<file path="src/rtl/dsp_mac_sequencer.sv">
// Job sequencer that streams unsigned operand pairs into a DSP48A1 slice and
// steers OPMODE/clock enables so every product lands in P exactly once.
module dsp_mac_sequencer #(
    parameter int LEN_W = 8
) (
    input  logic             CLK,
    input  logic             RST_N,
    input  logic             job_valid,
    output logic             job_ready,
    input  logic [LEN_W-1:0] job_len,
    input  logic             job_sub,
    input  logic             s_valid,
    output logic             s_ready,
    input  logic [17:0]      s_a,
    input  logic [17:0]      s_b,
    output logic [17:0]      dsp_a,
    output logic [17:0]      dsp_b,
    output logic [7:0]       dsp_opmode,
    output logic             dsp_cea,
    output logic             dsp_ceb,
    output logic             dsp_cem,
    output logic             dsp_ceopmode,
    output logic             dsp_cep,
    input  logic [47:0]      dsp_p,
    output logic             res_valid,
    input  logic             res_ready,
    output logic [47:0]      res_data,
    output logic             busy
);

    localparam logic [1:0] ST_IDLE   = 2'd0;
    localparam logic [1:0] ST_RUN    = 2'd1;
    localparam logic [1:0] ST_DRAIN  = 2'd2;
    localparam logic [1:0] ST_RESULT = 2'd3;

    logic [1:0]       state;
    logic [LEN_W-1:0] len_q;
    logic [LEN_W-1:0] cnt;
    logic             sub_q;

    logic             issue;
    logic             issue_last;

    logic             v1;
    logic             v2;
    logic             v3;
    logic             first1;
    logic             last1;
    logic             last2;
    logic             last3;

    assign job_ready  = (state == ST_IDLE);
    assign s_ready    = (state == ST_RUN);
    assign res_valid  = (state == ST_RESULT);
    assign busy       = (state != ST_IDLE);

    assign issue      = s_valid & s_ready;
    assign issue_last = issue && (cnt == (len_q - LEN_W'(1)));

    // Operands reach the slice's A1/B1 registers in the accept cycle itself.
    assign dsp_a   = issue ? s_a : 18'd0;
    assign dsp_b   = issue ? s_b : 18'd0;
    assign dsp_cea = issue;
    assign dsp_ceb = issue;

    // The first product of a job selects Z=0 so no old P leaks into the new sum.
    assign dsp_cem      = v1;
    assign dsp_ceopmode = v1;
    assign dsp_cep      = v2;
    assign dsp_opmode   = v1 ? {sub_q, 3'b000, (first1 ? 2'b00 : 2'b10), 2'b01} : 8'h00;

    always_ff @(posedge CLK or negedge RST_N) begin
        if (!RST_N) begin
            v1     <= 1'b0;
            v2     <= 1'b0;
            v3     <= 1'b0;
            first1 <= 1'b0;
            last1  <= 1'b0;
            last2  <= 1'b0;
            last3  <= 1'b0;
        end else begin
            v1     <= issue;
            first1 <= issue && (cnt == '0);
            last1  <= issue_last;
            v2     <= v1;
            last2  <= last1;
            v3     <= v2;
            last3  <= last2;
        end
    end

    always_ff @(posedge CLK or negedge RST_N) begin
        if (!RST_N) begin
            state    <= ST_IDLE;
            len_q    <= '0;
            sub_q    <= 1'b0;
            cnt      <= '0;
            res_data <= 48'd0;
        end else begin
            case (state)
                ST_IDLE: begin
                    if (job_valid) begin
                        len_q <= job_len;
                        sub_q <= job_sub;
                        cnt   <= '0;
                        if (job_len == '0) begin
                            res_data <= 48'd0;
                            state    <= ST_RESULT;
                        end else begin
                            state <= ST_RUN;
                        end
                    end
                end
                ST_RUN: begin
                    if (issue) begin
                        cnt <= cnt + LEN_W'(1);
                        if (issue_last) begin
                            state <= ST_DRAIN;
                        end
                    end
                end
                ST_DRAIN: begin
                    if (v3 && last3) begin
                        res_data <= dsp_p;
                        state    <= ST_RESULT;
                    end
                end
                default: begin
                    if (res_ready) begin
                        state <= ST_IDLE;
                    end
                end
            endcase
        end
    end

endmodule

</file>
<file path="config.mk">
export PLATFORM = sky130hd
export DESIGN_NAME = dsp_mac_sequencer
export DESIGN_NICKNAME = d
export VERILOG_FILES = /design/src/rtl/dsp_mac_sequencer.sv
export SDC_FILE = /design/constraint.sdc
export NUM_CORES = 1
export LEC_CHECK = 0
export ABC_AREA = 1
export CAP_MARGIN = 20
export CORE_MARGIN = 1.5
export CORE_UTILIZATION = 40
export CTS_BUF_LIST = sky130_fd_sc_hd__clkbuf_8
export DETAILED_ROUTE_END_ITERATION = 10
export HOLD_SLACK_MARGIN = 0.12
export PLACE_DENSITY_LB_ADDON = 0.2
export REMOVE_ABC_BUFFERS = 1
export SYNTH_ARGS = -nofsm -noshare
export SYNTH_HDL_FRONTEND = slang
export SYNTH_SLANG_ARGS = --single-unit
export TNS_END_PERCENT = 30
</file>
<file path="constraint.sdc">
create_clock -name CLK -period 2 [get_ports CLK]
set_input_delay 0.4 -clock CLK [delete_from_list [all_inputs] [get_ports CLK]]
set_output_delay 0.4 -clock CLK [all_outputs]
set_load 0.02 [all_outputs]
</file>
# After elaboration in Yosys (flattened, before gate mapping)

Index checks and enable logic that the tools add are counted.

Word-level logic and storage cells: 56
Input port bits: 98
Register bits after elaboration: 74
Bits in writable memories: 0
Memory bits (read-only): 0
Memories kept: 0
Bits in latches: 0
Output and inout bits: 101

$mul: 0
$add $sub $neg: 2
Div/mod/pow operators: 0
Magnitude comparators: 0
Muxes and demuxes: 18
Bitwise gates (word level): 1
Equality and inequality tests: 9
Shift operators: 0
Reduce and logical (&&, ||, !) cells: 14

Operators with widths:

| operator            | count |
|---|---|
| $mux 48             | 3 |
| $pmux 48 s2         | 1 |
| $mux 18             | 2 |
| $mux 8              | 3 |
| $logic_not 8->1     | 2 |
| $pmux 8 s2          | 1 |
| $mux 2              | 7 |
| $add 8x1->8 const B | 1 |
| $eq 8x8->1          | 1 |
| $sub 8x1->8 const B | 1 |
| $ne 2x1->1 const B  | 3 |
| $pmux 2 s3          | 1 |
| $reduce_bool 2->1   | 3 |
| $reduce_and 5->1    | 1 |
| $eq 2x2->1 const B  | 2 |
| $ne 2x2->1 const B  | 2 |
| $reduce_and 4->1    | 1 |
| $reduce_bool 4->1   | 1 |
| $logic_and 1x1->1   | 3 |
| $reduce_and 3->1    | 1 |
| $eq 2x1->1 const B  | 1 |
| $logic_not 2->1     | 1 |
| $reduce_and 2->1    | 1 |
| $and 1x1->1         | 1 |

# Longest topological paths before layout

Gate-level depths: netlist of run 1.

Depth in word-level cells: 6
Mapped depth: 14
Gate-level depth less buffers: 14

# Least setup slack after synthesis of run 1

Ideal clock, no wire load.

Path type: reg2reg
From: reg state[1]
To: reg state[0]
Setup slack: 0.039 ns
Path buffers: 0
Required time: 1.883 ns
Cell stages (with the launch flop): 14
Setup time: 0.117 ns
Clock period less this slack: 1.961 ns
Arrival time: 1.845 ns
Path through: dfrtp_1 -> inv_1 -> ha_1 -> nand2_2 -> inv_2 -> nand3_1 -> nor2_1 -> nand2_1 -> nor2_1 -> nand3_1 -> o21bai_2 -> nand2_1 -> nand2_1 -> nand2_1

Word-level cells in the longest chain between the ends: 5
Elaborated cells between the ends (all ways): 12
Classes of those cells: eq/ne: 6; mux: 1; bitwise: 1; reduce/logical: 4

RTL lines:

| what                         | line | text |
|---|---|---|
| from (decl)                  | 36   | `logic [1:0] state;` |
| from (signal assigned)       | 94   | `state <= ST_IDLE;` |
| from (signal assigned)       | 108  | `state <= ST_RESULT;` |
| from (signal assigned)       | 110  | `state <= ST_RUN;` |
| $eq 2x1->1 *                 | 53   | `assign s_ready = (state == ST_RUN);` |
| net s_ready                  | 13   | `output logic s_ready,` |
| $and 1x1->1 *                | 57   | `assign issue = s_valid & s_ready;` |
| net dsp_cea                  | 19   | `output logic dsp_cea,` |
| $logic_and 1x1->1            | 58   | `assign issue_last = issue && (cnt == (len_q - LEN_W'(1)));` |
| $ne 2x1->1 (no line)         | n/a  |  |
| $reduce_and 5->1 (no line) * | n/a  |  |

The timed path passes the listed nets; every way through them passes the cells marked *.
A chain may end at the register's enable or synchronous reset.

# Worst setup path after layout of run 1

From: reg state[1]
To: out dsp_a[16]

Word-level cells in the longest chain between the ends: 3

RTL lines:

| what        | line | text |
|---|---|---|
| $eq 2x1->1  | 53   |  |
| $and 1x1->1 | 57   |  |
| $mux 18     | 61   | `assign dsp_a = issue ? s_a : 18'd0;` |
| to (decl)   | 16   | `output logic [17:0] dsp_a,` |

No other way between the ends.

==> metrics, run 1 <==
RD Place Congestion 0.8530; CP Max Fanout 9; number of enable flip-flop cells after synthesis 0; DIE WIDTH between 100 and 150 um; Internal Power a little under 0.005 W; most numerous cell in the Yosys netlist inv_1; final hold vios 0; Die Ht a little over 100 um; critical-path cell list inv_2 -> ha_4 -> nand2_8 -> buf_12 -> clkbuf_16 -> nor2_1 -> buf_4; Critical Path End Type output port; Clk pwr share 0.188; DR vias 3,976; DR iter-0 viols ~170; reg2reg path depth 10; CP Class reg2out; CTS tree done; hpwl dp 7929 um; P_sw approximately 0.0034 W; RSZ-0062 raised after global routing yes; PD cells between 1000 and 1500 mW/mm^2; clk sinks 74; die area between 0.01 and 0.015 mm^2; starting density of the core 0.4140; NumNets Final 821; ANT nets after route 0; HP Class reg2reg; antenna violations before repair 0; ys async rst share 1.000; Tot GR Track Use 0.2070; Setup Skew ~11 ps; first-pass GRT wire length approximately 17,000 um; max_slew headroom 0.6358; Cell Rows 35; PnR Total Power about 0.0083 W; pre-CTS setup slack -276.2 ps; DR vias/cell around 4.7; critical path arrival about 1600 ps; run status finished with violations; Commonest cells post-synth inv_1 (122), dfrtp_1 (74), nand3_1 (65); max cap viols 0; Yosys top cell by area dfrtp_1; sequential area share after synthesis 0.4818; Post-route DRC 0; area grow syn2layout 66.99%; Critical Path RT ~1600 ps; worst hold stages 0; hold slack between 300 and 400 ps; clk_lat worst skew between 300 and 400 ps; Final min period around 2000 ps; post-synthesis cell count between 500 and 600; yosys warns 0; Num CTS Buffers 9; final WL about 12,000 um; CTS Buffer Depth 2; #FFs+latches synth between 70 and 80; maximum VDD drop approximately 0.66 mV; share of cells above drive strength 1 0.1553; largest net degree at the start of global routing about 70; PnR worst setup slack -32.08 ps; Critical-path top delay cell dfrtp_1; port bufs 193; Max Clk Rate between 400 and 500 MHz; DR WL/cell around 14 um; num ports around 200; Setup violations, final 13; Logic pwr share 0.540; Leak Pwr 3.127 nW; gr ovfl total 0; core area between 0.009 and 0.01 mm^2; ys flop type dfrtp_1; Tcrit/Tclk final 1.016; Diodes inserted 0; Startpoint Class register; vias in the first global route about 3,700; CTS clk-pin slew, worst paths roughly 80 ps; H-tree depth 3; Fillers roughly 740; Yosys top cell area share 0.4818; Synth cell types 27; Area contributors post-synth dfrtp_1 (48%), inv_1 (12%), nand3_1 (8.5%); CTS root buf clkbuf_8; drt pass-1 iters 5; switching share of power 0.4122; Max stage delay on crit path around 400 ps; failing checks negative setup slack; Final Max Tran Viols 0; Avg Inst Size Synth approximately 7.6 um^2; Reg power frac 0.272; Slew @ Worst Pin 546.3 ps; Mapped Area approximately 0.0038 mm^2
==> through the flow <==
stage	instance area, um^2	cells	utilization	setup TNS, ps
after detailed placement	5964	823	0.6425	-16790
after floorplan	3684	482	-	-92460
after global routing	6419	850	0.6914	-1620
after global placement	5964	823	0.6425	-14840
after CTS	6051	840	0.6518	-5.049
final	6419	850	0.6914	-127.5
==> power groups by stage <==
| stage | clock, W | sequential [W] | combinational [W] |
|---|---|---|---|
| 2_1_floorplan | 0 | 0.00260 | 0.00180 |
| 3_3_place_gp | 0 | 0.00224 | 0.00391 |
| 3_5_place_dp | 0 | 0.00226 | 0.00399 |
| 4_1_cts | 0.00157 | 0.00224 | 0.00389 |
| 5_1_grt | 0.00164 | 0.00230 | 0.00489 |
| 6_report | 0.00155 | 0.00224 | 0.00446 |
==> sequential cells by signal, summed over array words and instances, names as in the netlist <==
| register | cells |
|---|---|
| first1 | 1 |
| sub_q | 1 |
| dsp_cem | 1 |
| last3 | 1 |
| state | 2 |
| last2 | 1 |
| cnt | 8 |
| len_q | 8 |
| last1 | 1 |
| res_data | 48 |
| dsp_cep | 1 |
| v3 | 1 |
==> cell families after synthesis <==
family | after synthesis | share of synthesized area
AOI/OAI and AO/OA | 73 | 0.09961
xor gates and xnor gates | 3 | 0.006837
adders and majority gates | 7 | 0.02279
buffers and inverters | 152 | 0.1667
DFF | 74 | 0.4818
muxes | 1 | 0.002929
other | 1 | 0.0009756
and+or+nand+nor | 195 | 0.2184
==> layout by cell type (no fill, tap or decap), types with 2 or more instances in the layout <==
cell / count
inv_1: 121
nand3_2: 4
nand2_1: 58
dfrtp_2: 2
conb_1: 5
clkbuf_8: 9
nor2_2: 7
dfrtp_1: 72
dlymetal6s2s_1: 2
clkbuf_16: 5
clkdlybuf4s50_1: 148
bufinv_16: 4
a21oi_1: 8
xnor2_1: 2
buf_12: 4
buf_4: 53
nand4_1: 3
ha_1: 4
nor2_1: 54
buf_2: 5
o21ai_1: 25
nand3_1: 61
dlygate4sd2_1: 4
nand2_2: 2
ha_4: 2
inv_2: 3
o21ai_0: 36
nor3_1: 2
==> final timing paths <==
kind | startpoint | endpoint | slack, ps
worst max-delay path | state[1] | dsp_a[16] | -30
worst min-delay path | last1 | last2 | 350
worst max register to register | state[0] | res_data[20] | 100
worst min register to register | last1 | last2 | 350
max in group asynchronous | RST_N | state[0] | 780
min in group asynchronous | RST_N | res_data[24] | 530
==> what timing repair did <==
action	4_1_cts	5_1_grt
endpoints found under the setup margin	45	21
pin swaps	0	8
setup buffers	0	6
gates cloned	0	5
hold buffers	1	0
gates resized for setup	159	61
endpoints found under the hold margin	35	0
==> metal layers <==
layer  vias up  GRT usage  wire, um
li1       1961          -         -
met1      1856     0.2557      4797
met2       144     0.3581      5895
met3        15    0.04716       754
met4         0    0.06838       133
met5         -          0         0
==> worst max-delay path, delay by kind of cell, from the launching register on <==
| kind | cells | cell delay, ps |
|---|---|---|
| simple gates | 2 | 180 |
| flops | 1 | 400 |
| fa+ha+maj | 1 | 160 |
| buf+inv | 4 | 530 |
==> final cells by class <==
cell class                 instances  area [um^2]  share of cell area
timing repair buffer             223         2191              0.3413
sequential                        74         1854              0.2889
multi-input combinational        284         1474              0.2296
inverter                         124        473.0             0.07368
tap                              129        161.4             0.02515
clock inverter                     7        141.4             0.02203
clock buffer                       9        123.9             0.01930
Power figures use the tool's default switching activity.
==> run 2, diff against run 1 <==
--- a/config.mk
+++ b/config.mk
@@ -12,7 +12,7 @@
 export CTS_BUF_LIST = sky130_fd_sc_hd__clkbuf_8
 export DETAILED_ROUTE_END_ITERATION = 10
 export HOLD_SLACK_MARGIN = 0.12
-export PLACE_DENSITY_LB_ADDON = 0.2
+export PLACE_DENSITY = 0.86
 export REMOVE_ABC_BUFFERS = 1
 export SYNTH_ARGS = -nofsm -noshare
 export SYNTH_HDL_FRONTEND = slang
==> metrics, run 2 (synthesis gave the netlist of run 1 again) <==
failing checks negative setup slack; port bufs 193 (unchanged); Clk pwr share 0.147 (-0.041); max cap viols 0 (unchanged); TNS Setup -122.4 ps (+5.038 ps); worst hold stages 0 (unchanged); Critical Path End Type output port; Largest Register res_data; H-tree depth 3 (unchanged); DR vias/cell 4.754 (+1.6%); dpl cell area 0.005957 mm^2 (-0.13%); RD Place Congestion 0.8524 (about the same); DIE WIDTH 101.0 um (unchanged); critical path arrival 1650 ps (+20 ps); core area 0.009284 mm^2 (unchanged); NumNets Final 826 (+0.61%); run status finished with violations; antenna violations before repair 0 (unchanged); Die Ht 101.0 um (unchanged); hpwl dp 8460 um (+6.7%); switching share of power 0.4358 (+0.02356); DR iter-0 viols 135 (-22%); share of cells above drive strength 1 0.1873 (+0.03199); largest net degree at the start of global routing 63 (-11%); reg2reg path depth 13 (+3); CTS tree done; largest registers res_data x48, cnt x8, len_q x8; vias in the first global route 3,770 (+2.4%); CTS root buf clkbuf_8; Final Max Tran Viols 0 (unchanged); Min-Delay Endpoint last2; DR WL/cell 14.10 um (+3.5%); RR Startpoint state[1]; RSZ-0062 raised after global routing yes; CP Max Fanout 9 (unchanged); reg-to-reg endpoint cnt[7]; first-pass GRT wire length 17,180 um (+2.2%); Final Util 0.6939 (+0.002560); Final min period 2053 ps (+20.87 ps); Critical Path RT 1600 ps (about the same); Final Cell Area 0.006442 mm^2 (+0.37%); max_slew headroom 0.6205 (-0.01535); Num CTS Buffers 9 (unchanged); clk_lat worst skew 350 ps (about the same); max reg flops 48 (unchanged); Tot GR Track Use 0.2115 (+0.004530); Final Non-Filler Cells 855 (+0.59%); final hold vios 0 (unchanged); Max Clk Rate 487.1 MHz (-1.0%); final WL 12,060 um (+4.1%); maximum VDD drop 0.5318 mV (-20%); Post-route DRC 0 (unchanged); drt pass-1 iters 4 (-1); flop2flop setup slack 60 ps (-40 ps); PD cells 1238 mW/mm^2 (-3.7%); PnR worst setup slack -52.96 ps (-20.87 ps); gr ovfl total 0 (unchanged); Startpoint Class primary input; Leak Pwr 3.066 nW (-2.0%); area grow syn2layout 67.61%; HP Class reg2reg; CTS Buffer Depth 2 (unchanged); Tcrit/Tclk final 1.026 (+0.01044); Setup Skew 11.92 ps (+1.128 ps); commonest non-fill, non-tap cell in the layout clkdlybuf4s50_1; ANT nets after route 0 (unchanged); num ports 199 (unchanged); Cell Rows 35 (unchanged); DR vias 4,065 (+2.2%); most frequent cells in the layout clkdlybuf4s50_1 (148), inv_1 (118), dfrtp_1 (73), nand3_1 (64), nand2_1 (59); Placed Cells 822 (-0.12%); starting density of the core 0.4140 (unchanged); die area 0.01021 mm^2 (unchanged); Reg power frac 0.284 (+0.012); Setup violations, final 6 (-7); Diodes inserted 0 (unchanged); CTS clk-pin slew, worst paths 80 ps (about the same); P_sw 0.003477 W (+2.2%); Internal Power 0.004501 W (-7.2%); clk sinks 74 (unchanged); CP Class in2out; Slew @ Worst Pin 569.3 ps (+23.03 ps); Logic pwr share 0.570 (+0.030); min-delay src last1
-- run 2: worst max-delay path, stage by stage --
cell and delay, ps:
clkdlybuf4s50_1 580, nand2_4 80, buf_4 150, buf_6 150
nor2_1 130, buf_4 170
-- run 2: how the worst max path moves through the flow --
stage / cells past startpoint / end / startpoint
after floorplan: 7 / res_data[10] / state[0]
after global placement: 5 / dsp_a[14] / s_valid
after detailed placement: 5 / dsp_b[0] / s_valid
after CTS: 5 / dsp_cea / state[0]
after global routing: 7 / dsp_b[1] / state[1]
final: 6 / dsp_b[1] / s_valid
-- run 2: layer usage --
layer	wire length [um]	global-route usage
met1	4785	0.2537
met2	6220	0.3758
met3	892	0.05964
met4	159	0.05021
met5	0	0
-- run 2: stage by stage --
stage	total power (W)	hold slack, ps	setup WS (ps)
after detailed placement	0.006321	337.9	-294.7
final	0.007979	353.7	-52.96
after global routing	0.008553	362.3	-156.8
after CTS	0.007378	356.3	-77.35
after floorplan	0.004395	104.4	-1915
after global placement	0.006163	333.8	-229.0
-- run 2: final cells by class --
type	instances	area, um^2
Clock buffer	9	123.9
Clock inverter	7	76.32
Fill cell	700	2841
Inverter	124	478.0
Multi-Input combinational cell	284	1523
Sequential cell	74	1853
Tap cell	129	161.4
Timing Repair Buffer	228	2227
-- run 2: repair_timing --
action | 4_1_cts | 5_1_grt
hold endpoints to repair | 41 | 0
resized for setup | 157 | 100
pin swaps | 0 | 8
endpoints found under the setup margin | 45 | 60
setup buffers | 0 | 14
gates cloned | 0 | 3
hold buffers | 1 | 0
-- run 2: power by group through the flow --
stage | Clock [W] | Sequential, W | Combinational [W]
6_report | 0.00117 | 0.00226 | 0.00454
5_1_grt | 0.00129 | 0.00232 | 0.00494
4_1_cts | 0.00120 | 0.00225 | 0.00392
3_5_place_dp | 0 | 0.00228 | 0.00404
3_3_place_gp | 0 | 0.00225 | 0.00391
2_1_floorplan | 0 | 0.00260 | 0.00180
==> run 3, diff against run 2 <==
--- a/config.mk
+++ b/config.mk
@@ -13,7 +13,6 @@
 export DETAILED_ROUTE_END_ITERATION = 10
 export HOLD_SLACK_MARGIN = 0.12
 export PLACE_DENSITY = 0.86
-export REMOVE_ABC_BUFFERS = 1
 export SYNTH_ARGS = -nofsm -noshare
 export SYNTH_HDL_FRONTEND = slang
 export SYNTH_SLANG_ARGS = --single-unit
==> metrics, run 3 (synthesis gave the netlist of run 1 again) <==
antenna violations before repair 0 (unchanged); Tot GR Track Use 0.2136 (+0.002138); Cell Rows 35 (unchanged); Critical Path End Type output port; HP Class reg2reg; Num CTS Buffers 9 (unchanged); PD cells 1278 mW/mm^2 (+3.2%); first-pass GRT wire length 17,430 um (+1.4%); share of cells above drive strength 1 0.1535 (-0.03380); most frequent cells in the layout clkdlybuf4s50_1 (148), inv_1 (122), dfrtp_1 (72), nand3_1 (64), nand2_1 (60); PnR worst setup slack 5.068 ps (+58.02 ps); largest registers res_data x48, cnt x8, len_q x8; commonest non-fill, non-tap cell in the layout clkdlybuf4s50_1; PnR Total Power 0.008018 W (+0.49%); pre-CTS setup slack -290.3 ps (+4.415 ps); num ports 199 (unchanged); drt pass-1 iters 5 (+1); Slew @ Worst Pin 502.0 ps (-67.26 ps); final WL 12,010 um (-0.36%); Clk pwr share 0.157 (+0.010); P_sw 0.003423 W (-1.6%); flop2flop setup slack 40 ps (-20 ps); Final Non-Filler Cells 852 (-0.35%); Post-route DRC 0 (unchanged); hold slack 355.2 ps (+1.555 ps); Diodes inserted 0 (unchanged); area of the multi-input gates 0.001433 mm^2 (-5.9%); DR iter-0 viols 149 (+10%); Critical-path top delay cell dfrtp_2; worst hold stages 0 (unchanged); DR vias/cell 4.793 (+0.82%); CTS Buffer Depth 2 (unchanged); NumNets Final 823 (-0.36%); Final min period 1995 ps (-58.02 ps); Reg power frac 0.282 (-0.002); max_slew headroom 0.6653 (+0.04484); RD Place Congestion 0.7979 (-6.4%); CTS tree done; Final Max Tran Viols 0 (unchanged); run status completed; switching share of power 0.4269 (-0.008891); H-tree depth 3 (unchanged); port bufs 193 (unchanged); Max stage delay on crit path 450 ps (-130 ps); max reg flops 48 (unchanged); Critical Path RT 1600 ps (about the same); DR vias 4,084 (+0.47%); RSZ-0062 raised after global routing yes; Startpoint Class register; CTS root buf clkbuf_8; max cap viols 0 (unchanged); final hold vios 0 (unchanged); DIE WIDTH 101.0 um (unchanged); Tcrit/Tclk final 0.9975 (-0.02901); Leak Pwr 3.088 nW (+0.71%); vias in the first global route 3,917 (+3.9%); Internal Power 0.004595 W (+2.1%); clk sinks 74 (unchanged); maximum VDD drop 0.6748 mV (+27%); Placed Cells 822 (unchanged); gr ovfl total 0 (unchanged); CP Class reg2out; die area 0.01021 mm^2 (unchanged); starting density of the core 0.4140 (unchanged); Setup violations, final 0 (-6); min-delay src last2; DR WL/cell 14.10 um (about the same); critical-path cell list inv_1 -> ha_2 -> inv_2 -> dlygate4sd2_1; Min-Delay Endpoint last3; Die Ht 101.0 um (unchanged); reg-to-reg endpoint res_data[45]; CP Max Fanout 7 (-2); Max Clk Rate 501.3 MHz (+2.9%); largest net degree at the start of global routing 71 (+13%); Largest Register res_data; reg2reg path depth 10 (-3); critical path arrival 1590 ps (-60 ps); Logic pwr share 0.561 (-0.009); core area 0.009284 mm^2 (unchanged); ANT nets after route 0 (unchanged); Setup Skew 9.367 ps (-2.553 ps); RR Startpoint state[1]; TNS Setup 0 ps (+122.4 ps); Reg area 0.001854 mm^2 (about the same); clk_lat worst skew 350 ps (about the same); area grow syn2layout 63.25%; CTS clk-pin slew, worst paths 80 ps (about the same); crit path launch state[0]; Fillers 708 (+1.1%); hpwl dp 8493 um (+0.39%)
run 3: cell count changes in the layout (fill, tap and decap cells not counted), moves of 5 or more:
cell     before  now
nor2_2       26   11
buf_6        18    1
o21ai_0      36   31
buf_2         3   20
o21ai_1      24   30
nor2_1       34   51
buf_4        46   40
run 3: area by class of cell:
cell class	count	share of cell area
timing repair buffer	225	0.3404
sequential	74	0.2955
multi-input combinational	284	0.2283
inverter	124	0.07537
tap	129	0.02572
clock buffer	9	0.01974
clock inverter	7	0.01496
run 3: what timing repair did:
item,CTS,global route
cloned,0,3
endpoints found under the setup margin,44,71
setup buffers,0,11
pin swaps,0,6
hold buffers,1,0
resized for setup,151,45
hold endpoints to repair,32,0
run 3: worst max path at each step:
stage,to,slack [ps],cells after the start
global route,res_data[0],-90,10
global placement,dsp_a[14],-240,5
finish,busy,5,4
detailed placement,dsp_b[13],-290,5
CTS,dsp_cea,-70,6
floorplan,state[0],40,13
run 3: power by group through the flow:
| stage | clock network (W) | registers, W | logic, W |
|---|---|---|---|
| final | 0.00126 | 0.00226 | 0.00450 |
| after global routing | 0.00135 | 0.00231 | 0.00489 |
| after CTS | 0.00130 | 0.00224 | 0.00393 |
| after floorplan | 0 | 0.00258 | 0.00205 |
| after global placement | 0 | 0.00223 | 0.00392 |
| after detailed placement | 0 | 0.00227 | 0.00403 |
run 3: through the flow:
step	util	area (um^2)
6_report	0.6759	6275
5_1_grt	0.6759	6275
4_1_cts	0.6462	6000
3_5_place_dp	0.6416	5957
3_3_place_gp	0.6416	5957
2_1_floorplan	-	3859
run 3: worst max-delay path: cells and delay by family, from the launching register on:
| kind | cells | cell delay, ps |
|---|---|---|
| fa+ha+maj | 1 | 280 |
| buf+inv | 3 | 530 |
| flops | 1 | 450 |
run 3: layer usage:
| metal | global-route usage | wire, um |
|---|---|---|
| met1 | 0.2483 | 4709 |
| met2 | 0.3867 | 6133 |
| met3 | 0.04993 | 909 |
| met4 | 0.07051 | 262 |
| met5 | 0 | 0 |
